File: config.mk
export PLATFORM = sky130hd
export DESIGN_NAME = fft_bf_engine_flat
export DESIGN_NICKNAME = d
export VERILOG_FILES = /design/src/rtl/fft_bf_if.sv /design/src/rtl/fft_bf_engine.sv /design/src/flat_wrapper.sv
export SDC_FILE = /design/constraint.sdc
export NUM_CORES = 2
export LEC_CHECK = 0
export BUFFER_PORTS_ARGS = -buffer_cell sky130_fd_sc_hd__buf_4
export CAP_MARGIN = 20
export CORE_MARGIN = 2
export CORE_UTILIZATION = 60
export DETAILED_ROUTE_END_ITERATION = 10
export PLACE_DENSITY = 0.8
export SLEW_MARGIN = 10
export SYNTH_ARGS = -nofsm -noshare
export SYNTH_HDL_FRONTEND = slang
export SYNTH_SLANG_ARGS = --single-unit
File: constraint.sdc
create_clock -name clk -period 8.6 [get_ports clk]
set_input_delay 1.72 -clock clk [delete_from_list [all_inputs] [get_ports clk]]
set_output_delay 1.72 -clock clk [all_outputs]
set_load 0.1 [all_outputs]
File: src/rtl/fft_bf_if.sv
// Sample-RAM and twiddle-ROM bus between the FFT butterfly engine and its memories.
// The master side is the engine; the slave side is the RAM/ROM/controller.
interface fft_bf_if #(
  parameter int N_LOG2 = 9,
  parameter int WIDTH  = 32,
  parameter int ADDR   = 9
);
  logic                    start;
  logic                    busy;
  logic                    done;
  logic [ADDR-1:0]         addr_0;
  logic [ADDR-1:0]         addr_1;
  logic                    wr_en_0;
  logic                    wr_en_1;
  logic [WIDTH-1:0]        wdata_0;
  logic [WIDTH-1:0]        wdata_1;
  logic [WIDTH-1:0]        rdata_0;
  logic [WIDTH-1:0]        rdata_1;
  logic [N_LOG2-2:0]       tw_addr;
  logic signed [15:0]      tw_re;
  logic signed [15:0]      tw_im;
  logic [3:0]              stage;

  modport master (
    input  start, rdata_0, rdata_1, tw_re, tw_im,
    output busy, done, addr_0, addr_1, wr_en_0, wr_en_1,
           wdata_0, wdata_1, tw_addr, stage
  );

  modport slave (
    output start, rdata_0, rdata_1, tw_re, tw_im,
    input  busy, done, addr_0, addr_1, wr_en_0, wr_en_1,
           wdata_0, wdata_1, tw_addr, stage
  );
endinterface

File: src/rtl/fft_bf_engine.sv
// In-place radix-2 DIT FFT engine. Walks every stage and butterfly over a
// bit-reversed sample RAM, four cycles per butterfly (READ, LATCH, MUL, WRITE),
// scaling by 1/2 per stage, and pulses done once the last stage is written.
module fft_bf_engine #(
  parameter int N_LOG2 = 9,
  parameter int WIDTH  = 32,
  parameter int ADDR   = 9
) (
  input  logic     clk,
  input  logic     rst,
  fft_bf_if.master bus
);

  // Butterfly index width: N/2 butterflies per stage.
  localparam int         KW         = N_LOG2 - 1;
  localparam logic [3:0] LAST_STAGE = 4'(N_LOG2 - 1);
  localparam logic [3:0] KW4        = 4'(KW);
  localparam int         HALF       = WIDTH / 2;

  typedef enum logic [2:0] {
    IDLE  = 3'd0,
    READ  = 3'd1,
    LATCH = 3'd2,
    MUL   = 3'd3,
    WRITE = 3'd4,
    FIN   = 3'd5
  } state_t;

  state_t state_reg;
  state_t state_next;

  logic [KW-1:0] k_reg;
  logic [3:0]    stage_reg;
  logic          last_k;
  logic          last_stage;

  logic signed [15:0] ar_reg, ai_reg, br_reg, bi_reg, wr_reg, wi_reg;
  logic signed [17:0] t_re_reg, t_im_reg;

  logic signed [31:0] p_rr, p_ii, p_ri, p_ir;
  logic signed [32:0] t_re_full, t_im_full;
  logic signed [17:0] t_re_next, t_im_next;
  logic signed [18:0] s_re, s_im, d_re, d_im;

  logic [ADDR-1:0] a_addr;
  logic [ADDR-1:0] b_addr;
  logic [ADDR-1:0] span;
  logic [KW-1:0]   k_mask;
  logic [KW-1:0]   tw_idx;

  assign last_k     = &k_reg;
  assign last_stage = (stage_reg == LAST_STAGE);

  // State register.
  always_ff @(posedge clk or posedge rst) begin
    if (rst) begin
      state_reg <= IDLE;
    end else begin
      state_reg <= state_next;
    end
  end

  // Next-state logic: fixed four-cycle butterfly, FIN after the very last write.
  always_comb begin
    state_next = state_reg;
    case (state_reg)
      IDLE:    if (bus.start) state_next = READ;
      READ:    state_next = LATCH;
      LATCH:   state_next = MUL;
      MUL:     state_next = WRITE;
      WRITE:   state_next = (last_k && last_stage) ? FIN : READ;
      FIN:     state_next = IDLE;
      default: state_next = IDLE;
    endcase
  end

  // Butterfly/stage counters; k wraps naturally, stage holds on the final
  // butterfly so FIN still reports the last stage, then clears entering IDLE.
  always_ff @(posedge clk or posedge rst) begin
    if (rst) begin
      k_reg     <= '0;
      stage_reg <= '0;
    end else if (state_reg == WRITE) begin
      k_reg <= k_reg + KW'(1);
      if (last_k && !last_stage) begin
        stage_reg <= stage_reg + 4'd1;
      end
    end else if (state_reg == FIN) begin
      stage_reg <= '0;
    end
  end

  // Operand capture (RAM and ROM data are valid one cycle after READ) and
  // registering of the twiddle product.
  always_ff @(posedge clk or posedge rst) begin
    if (rst) begin
      ar_reg   <= '0;
      ai_reg   <= '0;
      br_reg   <= '0;
      bi_reg   <= '0;
      wr_reg   <= '0;
      wi_reg   <= '0;
      t_re_reg <= '0;
      t_im_reg <= '0;
    end else if (state_reg == LATCH) begin
      ar_reg <= bus.rdata_0[WIDTH-1:HALF];
      ai_reg <= bus.rdata_0[HALF-1:0];
      br_reg <= bus.rdata_1[WIDTH-1:HALF];
      bi_reg <= bus.rdata_1[HALF-1:0];
      wr_reg <= bus.tw_re;
      wi_reg <= bus.tw_im;
    end else if (state_reg == MUL) begin
      t_re_reg <= t_re_next;
      t_im_reg <= t_im_next;
    end
  end

  // Complex product t = b*w. The difference/sum of two full-scale products
  // needs 33 bits before the Q1.15 renormalising shift.
  always_comb begin
    p_rr      = br_reg * wr_reg;
    p_ii      = bi_reg * wi_reg;
    p_ri      = br_reg * wi_reg;
    p_ir      = bi_reg * wr_reg;
    t_re_full = 33'(p_rr) - 33'(p_ii);
    t_im_full = 33'(p_ri) + 33'(p_ir);
    t_re_next = 18'(t_re_full >>> 15);
    t_im_next = 18'(t_im_full >>> 15);
  end

  // Butterfly sums in 19 bits; the >>>1 floor-halving keeps results in 16 bits.
  always_comb begin
    s_re = 19'(ar_reg) + 19'(t_re_reg);
    s_im = 19'(ai_reg) + 19'(t_im_reg);
    d_re = 19'(ar_reg) - 19'(t_re_reg);
    d_im = 19'(ai_reg) - 19'(t_im_reg);
  end

  // Address a is k with a zero inserted at bit position 'stage'; b sets that
  // bit. The twiddle index is the low 'stage' bits of k pushed to the top.
  for (genvar gi = 0; gi < N_LOG2; gi++) begin : g_addr
    localparam logic [3:0] GI = 4'(gi);
    if (gi == 0) begin : g_lsb
      assign a_addr[gi] = (stage_reg != 4'd0) ? k_reg[0] : 1'b0;
    end else if (gi < KW) begin : g_mid
      assign a_addr[gi] = (GI < stage_reg) ? k_reg[gi] :
                          ((GI == stage_reg) ? 1'b0 : k_reg[gi-1]);
    end else begin : g_msb
      assign a_addr[gi] = (GI == stage_reg) ? 1'b0 : k_reg[gi-1];
    end
    assign span[gi] = (GI == stage_reg);
  end

  for (genvar gi = 0; gi < KW; gi++) begin : g_kmask
    localparam logic [3:0] GI = 4'(gi);
    assign k_mask[gi] = (GI < stage_reg) & k_reg[gi];
  end

  assign b_addr = a_addr | span;
  assign tw_idx = k_mask << (KW4 - stage_reg);

  // Output decode: addresses and twiddle index are held across the whole
  // butterfly, writes only in WRITE, everything else zero in IDLE and FIN.
  always_comb begin
    bus.busy    = 1'b0;
    bus.done    = 1'b0;
    bus.addr_0  = '0;
    bus.addr_1  = '0;
    bus.wr_en_0 = 1'b0;
    bus.wr_en_1 = 1'b0;
    bus.wdata_0 = '0;
    bus.wdata_1 = '0;
    bus.tw_addr = '0;
    bus.stage   = stage_reg;
    case (state_reg)
      READ, LATCH, MUL, WRITE: begin
        bus.busy    = 1'b1;
        bus.addr_0  = a_addr;
        bus.addr_1  = b_addr;
        bus.tw_addr = tw_idx;
        if (state_reg == WRITE) begin
          bus.wr_en_0 = 1'b1;
          bus.wr_en_1 = 1'b1;
          bus.wdata_0 = {16'(s_re >>> 1), 16'(s_im >>> 1)};
          bus.wdata_1 = {16'(d_re >>> 1), 16'(d_im >>> 1)};
        end
      end
      FIN:     bus.done = 1'b1;
      default: ;
    endcase
  end

endmodule

File: src/flat_wrapper.sv
// flat-port wrapper written by rule: the top's interface ports become plain ports
module fft_bf_engine_flat 
#(
  parameter int N_LOG2 = 9,
  parameter int WIDTH  = 32,
  parameter int ADDR   = 9
)
  (clk, rst, bus_start, bus_rdata_0, bus_rdata_1, bus_tw_re, bus_tw_im, bus_busy, bus_done, bus_addr_0, bus_addr_1, bus_wr_en_0, bus_wr_en_1, bus_wdata_0, bus_wdata_1, bus_tw_addr, bus_stage);
  fft_bf_if #(.N_LOG2(N_LOG2), .WIDTH(WIDTH), .ADDR(ADDR)) bus_i ();
  input  logic clk;
  input  logic rst;
  input wire logic [$bits(bus_i.start)-1:0] bus_start;
  input wire logic [$bits(bus_i.rdata_0)-1:0] bus_rdata_0;
  input wire logic [$bits(bus_i.rdata_1)-1:0] bus_rdata_1;
  input wire logic [$bits(bus_i.tw_re)-1:0] bus_tw_re;
  input wire logic [$bits(bus_i.tw_im)-1:0] bus_tw_im;
  output wire logic [$bits(bus_i.busy)-1:0] bus_busy;
  output wire logic [$bits(bus_i.done)-1:0] bus_done;
  output wire logic [$bits(bus_i.addr_0)-1:0] bus_addr_0;
  output wire logic [$bits(bus_i.addr_1)-1:0] bus_addr_1;
  output wire logic [$bits(bus_i.wr_en_0)-1:0] bus_wr_en_0;
  output wire logic [$bits(bus_i.wr_en_1)-1:0] bus_wr_en_1;
  output wire logic [$bits(bus_i.wdata_0)-1:0] bus_wdata_0;
  output wire logic [$bits(bus_i.wdata_1)-1:0] bus_wdata_1;
  output wire logic [$bits(bus_i.tw_addr)-1:0] bus_tw_addr;
  output wire logic [$bits(bus_i.stage)-1:0] bus_stage;
  assign bus_i.start = bus_start;
  assign bus_i.rdata_0 = bus_rdata_0;
  assign bus_i.rdata_1 = bus_rdata_1;
  assign bus_i.tw_re = bus_tw_re;
  assign bus_i.tw_im = bus_tw_im;
  assign bus_busy = bus_i.busy;
  assign bus_done = bus_i.done;
  assign bus_addr_0 = bus_i.addr_0;
  assign bus_addr_1 = bus_i.addr_1;
  assign bus_wr_en_0 = bus_i.wr_en_0;
  assign bus_wr_en_1 = bus_i.wr_en_1;
  assign bus_wdata_0 = bus_i.wdata_0;
  assign bus_wdata_1 = bus_i.wdata_1;
  assign bus_tw_addr = bus_i.tw_addr;
  assign bus_stage = bus_i.stage;
  fft_bf_engine #(.N_LOG2(N_LOG2), .WIDTH(WIDTH), .ADDR(ADDR)) u_core (.clk(clk), .rst(rst), .bus(bus_i));
endmodule
==> reports/qor.json <==
{
  "result_of_the_run": {"value": "finished, final reports clean"},
  "place_area": {"value": 50600, "unit": "um2"},
  "fraction_of_final_layout_cells_with_drive_strength_greater_than_1": {"value": 9.70, "unit": "%"},
  "clkSinkCount": {"value": 145},
  "placedCellCount": {"value": 6205},
  "cts.htree.levels": {"value": 4},
  "critical-path-max-stage-delay": {"value": 0.76, "unit": "ns"},
  "worst_setup_timing_slack_at_the_placement_stage": {"value": 0.155, "unit": "ns"},
  "syn_area": {"value": 47500, "unit": "um2"},
  "ratio_of_routed_vias_to_standard_cells": {"value": 5.51},
  "critical_path_arrival": {"value": 8.90, "unit": "ns"},
  "worst_pin_slew": {"value": 1.09, "unit": "ns"},
  "cts-root-to-sink-buffers": {"value": 2},
  "finalClockSkew": {"value": 0.0197, "unit": "ns"},
  "ys.warnings.count": {"value": 0},
  "final-hold-violation-count": {"value": 0},
  "synth_area_leader_cell": {"value": "sky130_fd_sc_hd__fa_1"},
  "grt.total_usage": {"value": 32.9, "unit": "%"},
  "layout_min_cycle_time": {"value": 8.47, "unit": "ns"},
  "relSlewSlack": {"value": 27.3, "unit": "%"},
  "number_of_cells_traversed_by_the_worst_register_to_register_path": {"value": 23},
  "tritoncts": {"value": "built"},
  "postSynthCellCount": {"value": 5050},
  "pin_count_of_the_biggest_net_entering_global_routing": {"value": 85},
  "via_count": {"value": 34400},
  "clock.fmax": {"value": 118, "unit": "MHz"},
  "final_antenna_net_count": {"value": 0},
  "detail_route.first_pass.iterations": {"value": 6},
  "die_area": {"value": 81500, "unit": "um2"},
  "crit-reg2reg-launch": {"value": "u_core.br_reg[4]$_DFFE_PP0P_"},
  "std_cell_rows": {"value": 103},
  "final-setup-viol-count": {"value": 0},
  "post_synth.cell_area_avg": {"value": 9.41, "unit": "um2"},
  "layout_setup_ws": {"value": 0.134, "unit": "ns"},
  "critPathSlowestCell": {"value": "sky130_fd_sc_hd__dfrtp_1"},
  "worst-path-max-fanout": {"value": 12},
  "grt_pass1_wl": {"value": 205000, "unit": "um"},
  "hold_class": {"value": "reg2reg"},
  "layoutNonFillerInstCount": {"value": 6240},
  "worstSkewPairLatency": {"value": 0.52, "unit": "ns"},
  "floorplan.initialDensity": {"value": 60.4, "unit": "%"},
  "final_max_tran_viols": {"value": 0},
  "num_io_pins": {"value": 197},
  "gpl.final_weighted_congestion": {"value": 0.941},
  "worst_path_most_repeated_cell": {"value": "sky130_fd_sc_hd__fa_1"},
  "synth_top_area_cells": {"value": "sky130_fd_sc_hd__fa_1 (49%), sky130_fd_sc_hd__inv_1 (10%), sky130_fd_sc_hd__ha_1 (9.6%)"},
  "synth_flop_cell": {"value": "sky130_fd_sc_hd__dfrtp_1"},
  "fin_worst_hold_slack": {"value": 0.515, "unit": "ns"},
  "min_delay_path_depth": {"value": 1},
  "detailedPlacementHpwl": {"value": 104000, "unit": "um"},
  "reg2reg_slack": {"value": 0.13, "unit": "ns"},
  "overflow": {"value": 0},
  "syn-num-nets": {"value": 6664},
  "synth_edf_count": {"value": 0},
  "routed_wl": {"value": 126000, "unit": "um"},
  "cts_buffers": {"value": 17},
  "min_from": {"value": "u_core.wi_reg[2]$_DFFE_PP0P_"},
  "initial_detailed_routing_violation_count": {"value": 2638},
  "synth_seq_area_share": {"value": 7.63, "unit": "%"},
  "core_region_area": {"value": 78700, "unit": "um2"},
  "synth_top_area_share": {"value": 48.5, "unit": "%"},
  "port-buffer-count": {"value": 196},
  "whs_endpoint": {"value": "u_core.wi_reg[2]$_DFFE_PP0P_"},
  "maxCapViolCount": {"value": 0},
  "areaGrowthSynthToFinish": {"value": 7.82, "unit": "%"},
  "dieWidth": {"value": 285, "unit": "um"},
  "cts-root-buf": {"value": "sky130_fd_sc_hd__clkbuf_16"},
  "cp-start-kind": {"value": "flip-flop"},
  "timing.rr.end": {"value": "u_core.t_re_reg[16]$_DFFE_PP0P_"},
  "clk_pin_slew_worst_paths": {"value": 0.09, "unit": "ns"},
  "die_y": {"value": 285, "unit": "um"},
  "detail_route.wl_per_cell": {"value": 20.2, "unit": "um"},
  "layout.nets": {"value": 6788},
  "initial_antenna_violation_count": {"value": 3},
  "timing.setup.critical_path_class": {"value": "reg2reg"},
  "synthDistinctLibCells": {"value": 62},
  "finished_cell_area": {"value": 51200, "unit": "um2"},
  "drc": {"value": 0},
  "post_synthesis_async_set_or_reset_flop_share": {"value": 100, "unit": "%"},
  "critical_path.cell_chain": {"value": "and2_1 > fa_1 > fa_1 > inv_1 > fa_1 > inv_1 > fa_1 > fa_1 > fa_1 > fa_1 > fa_1 > ha_1 > a2111oi_1 > o21ai_1 > a21oi_1 > o31ai_1 > buf_4 > o211ai_1 > a31o_2 > and3_1 > nor3_1 > or4_1 > a31oi_1"},
  "post-cts-setup-buffers": {"value": 0},
  "grt_pass1_vias": {"value": 38200},
  "final_min_period_over_clock_period": {"value": 98.4, "unit": "%"},
  "cp.required": {"value": 9.03, "unit": "ns"},
  "end_kind": {"value": "flip-flop"},
  "synth_seq_cells": {"value": 145}
}
## through the flow
stage | setup TNS [ns] | util [%]
2_1_floorplan | 0 | -
3_3_place_gp | 0 | 64.2
3_5_place_dp | 0 | 64.2
4_1_cts | 0 | 65.0
5_1_grt | -0.00480 | 65.1
6_report | 0 | 65.1
## worst max-delay path by stage
| stage | start | endpoint | slack (ns) | cells past startpoint |
|---|---|---|---|---|
| 6_report | u_core.br_reg[4]$_DFFE_PP0P_ | u_core.t_re_reg[16]$_DFFE_PP0P_ | 0.13 | 23 |
| 5_1_grt | u_core.br_reg[4]$_DFFE_PP0P_ | u_core.t_re_reg[16]$_DFFE_PP0P_ | -0.005 | 23 |
| 2_1_floorplan | u_core.wi_reg[2]$_DFFE_PP0P_ | u_core.t_im_reg[16]$_DFFE_PP0P_ | 1.15 | 26 |
| 3_3_place_gp | u_core.br_reg[10]$_DFFE_PP0P_ | u_core.t_re_reg[16]$_DFFE_PP0P_ | 0.22 | 27 |
| 4_1_cts | u_core.br_reg[3]$_DFFE_PP0P_ | u_core.t_re_reg[16]$_DFFE_PP0P_ | 0.09 | 23 |
| 3_5_place_dp | u_core.bi_reg[9]$_DFFE_PP0P_ | u_core.t_re_reg[16]$_DFFE_PP0P_ | 0.16 | 23 |
## logic make-up (layout without fill, tap and decap cells)
| group | Yosys count | after routing | synth area share, % |
|---|---|---|---|
| AOI/OAI and AO/OA | 263 | 263 | 3.46 |
| adders and majority gates | 1515 | 1515 | 58.1 |
| buffers and inverters | 1550 | 1687 | 12.3 |
| muxes | 96 | 96 | 2.27 |
| and+or+nand+nor | 1347 | 1347 | 13.8 |
| xor gates and xnor gates | 134 | 134 | 2.47 |
| DFF | 145 | 145 | 7.63 |
| other | 0 | 3 | 0 |
## worst max-delay path: cells and delay by family, from the launching register on
kind	cells	cell delay [ns]
AOI/OAI and AO/OA	7	1.84
DFF	1	0.76
and+or+nand+nor	4	1.04
adders and majority gates	9	4.39
buffers and inverters	3	0.33
## area by class of cell
cell class,instances,area (um2)
multi-input combinational,3355,38100
fill,6065,27500
inverter,1311,4930
sequential,145,3650
timing repair buffer,344,2610
tap,1050,1310
clock buffer,18,439
clock inverter,14,219
antenna,3,7.51
## per-layer routing
layer | global-route usage, % | part of all wire [%] | vias to the layer above | wire [um]
li1 | - | - | 14800 | -
met1 | 41.1 | 36 | 17500 | 45600
met2 | 54.2 | 48 | 1593 | 61100
met3 | 6.47 | 9.0 | 453 | 11300
met4 | 18.0 | 6.4 | 4 | 8080
met5 | 0 | 0.018 | - | 23
## timing repair
action / in CTS / in global routing
hold buffers: 0 / 0
setup endpoints to repair: 0 / 7
gates resized for setup: 0 / 18
## Yosys cell counts, types with 3 or more instances
cell,count
sky130_fd_sc_hd__o31ai_1,12
sky130_fd_sc_hd__o41ai_1,3
sky130_fd_sc_hd__mux2_2,93
sky130_fd_sc_hd__a21oi_1,74
sky130_fd_sc_hd__fa_1,1152
sky130_fd_sc_hd__nand2b_1,30
sky130_fd_sc_hd__o21bai_1,14
sky130_fd_sc_hd__o211ai_1,6
sky130_fd_sc_hd__or2_2,4
sky130_fd_sc_hd__and3_1,11
sky130_fd_sc_hd__o22ai_1,4
sky130_fd_sc_hd__nor2_1,157
sky130_fd_sc_hd__a31o_2,5
sky130_fd_sc_hd__nor3b_1,5
sky130_fd_sc_hd__clkbuf_1,234
sky130_fd_sc_hd__xor2_1,34
sky130_fd_sc_hd__and4_1,4
sky130_fd_sc_hd__a2111oi_0,5
sky130_fd_sc_hd__ha_1,363
sky130_fd_sc_hd__and2_1,462
sky130_fd_sc_hd__or3_1,17
sky130_fd_sc_hd__o21ai_0,71
sky130_fd_sc_hd__a211oi_1,7
sky130_fd_sc_hd__mux2i_1,3
sky130_fd_sc_hd__inv_1,1309
sky130_fd_sc_hd__a221oi_1,3
sky130_fd_sc_hd__dfrtp_1,145
sky130_fd_sc_hd__a21o_1,11
sky130_fd_sc_hd__o21a_1,7
sky130_fd_sc_hd__nand3b_1,4
sky130_fd_sc_hd__nor2b_1,21
sky130_fd_sc_hd__a41oi_1,3
sky130_fd_sc_hd__nor3_1,32
sky130_fd_sc_hd__xnor2_1,100
sky130_fd_sc_hd__o21ai_1,11
sky130_fd_sc_hd__nand2_1,570
sky130_fd_sc_hd__nand4_1,3
sky130_fd_sc_hd__a31oi_1,9
sky130_fd_sc_hd__nand3_1,20
## placed cells by master, fill, tap and decap left out, types with 20 or more instances in the layout
cell type                  count
sky130_fd_sc_hd__a21oi_1      74
sky130_fd_sc_hd__and2_1      462
sky130_fd_sc_hd__buf_4       342
sky130_fd_sc_hd__dfrtp_1     128
sky130_fd_sc_hd__fa_1       1152
sky130_fd_sc_hd__ha_1        363
sky130_fd_sc_hd__inv_1      1308
sky130_fd_sc_hd__mux2_2       93
sky130_fd_sc_hd__nand2_1     570
sky130_fd_sc_hd__nand2b_1     30
sky130_fd_sc_hd__nand3_1      20
sky130_fd_sc_hd__nor2_1      157
sky130_fd_sc_hd__nor2b_1      21
sky130_fd_sc_hd__nor3_1       32
sky130_fd_sc_hd__o21ai_0      71
sky130_fd_sc_hd__xnor2_1     100
sky130_fd_sc_hd__xor2_1       34
Power is not shown: default switching activity piles up to over one toggle a cycle in this logic, so the estimate is an artifact.
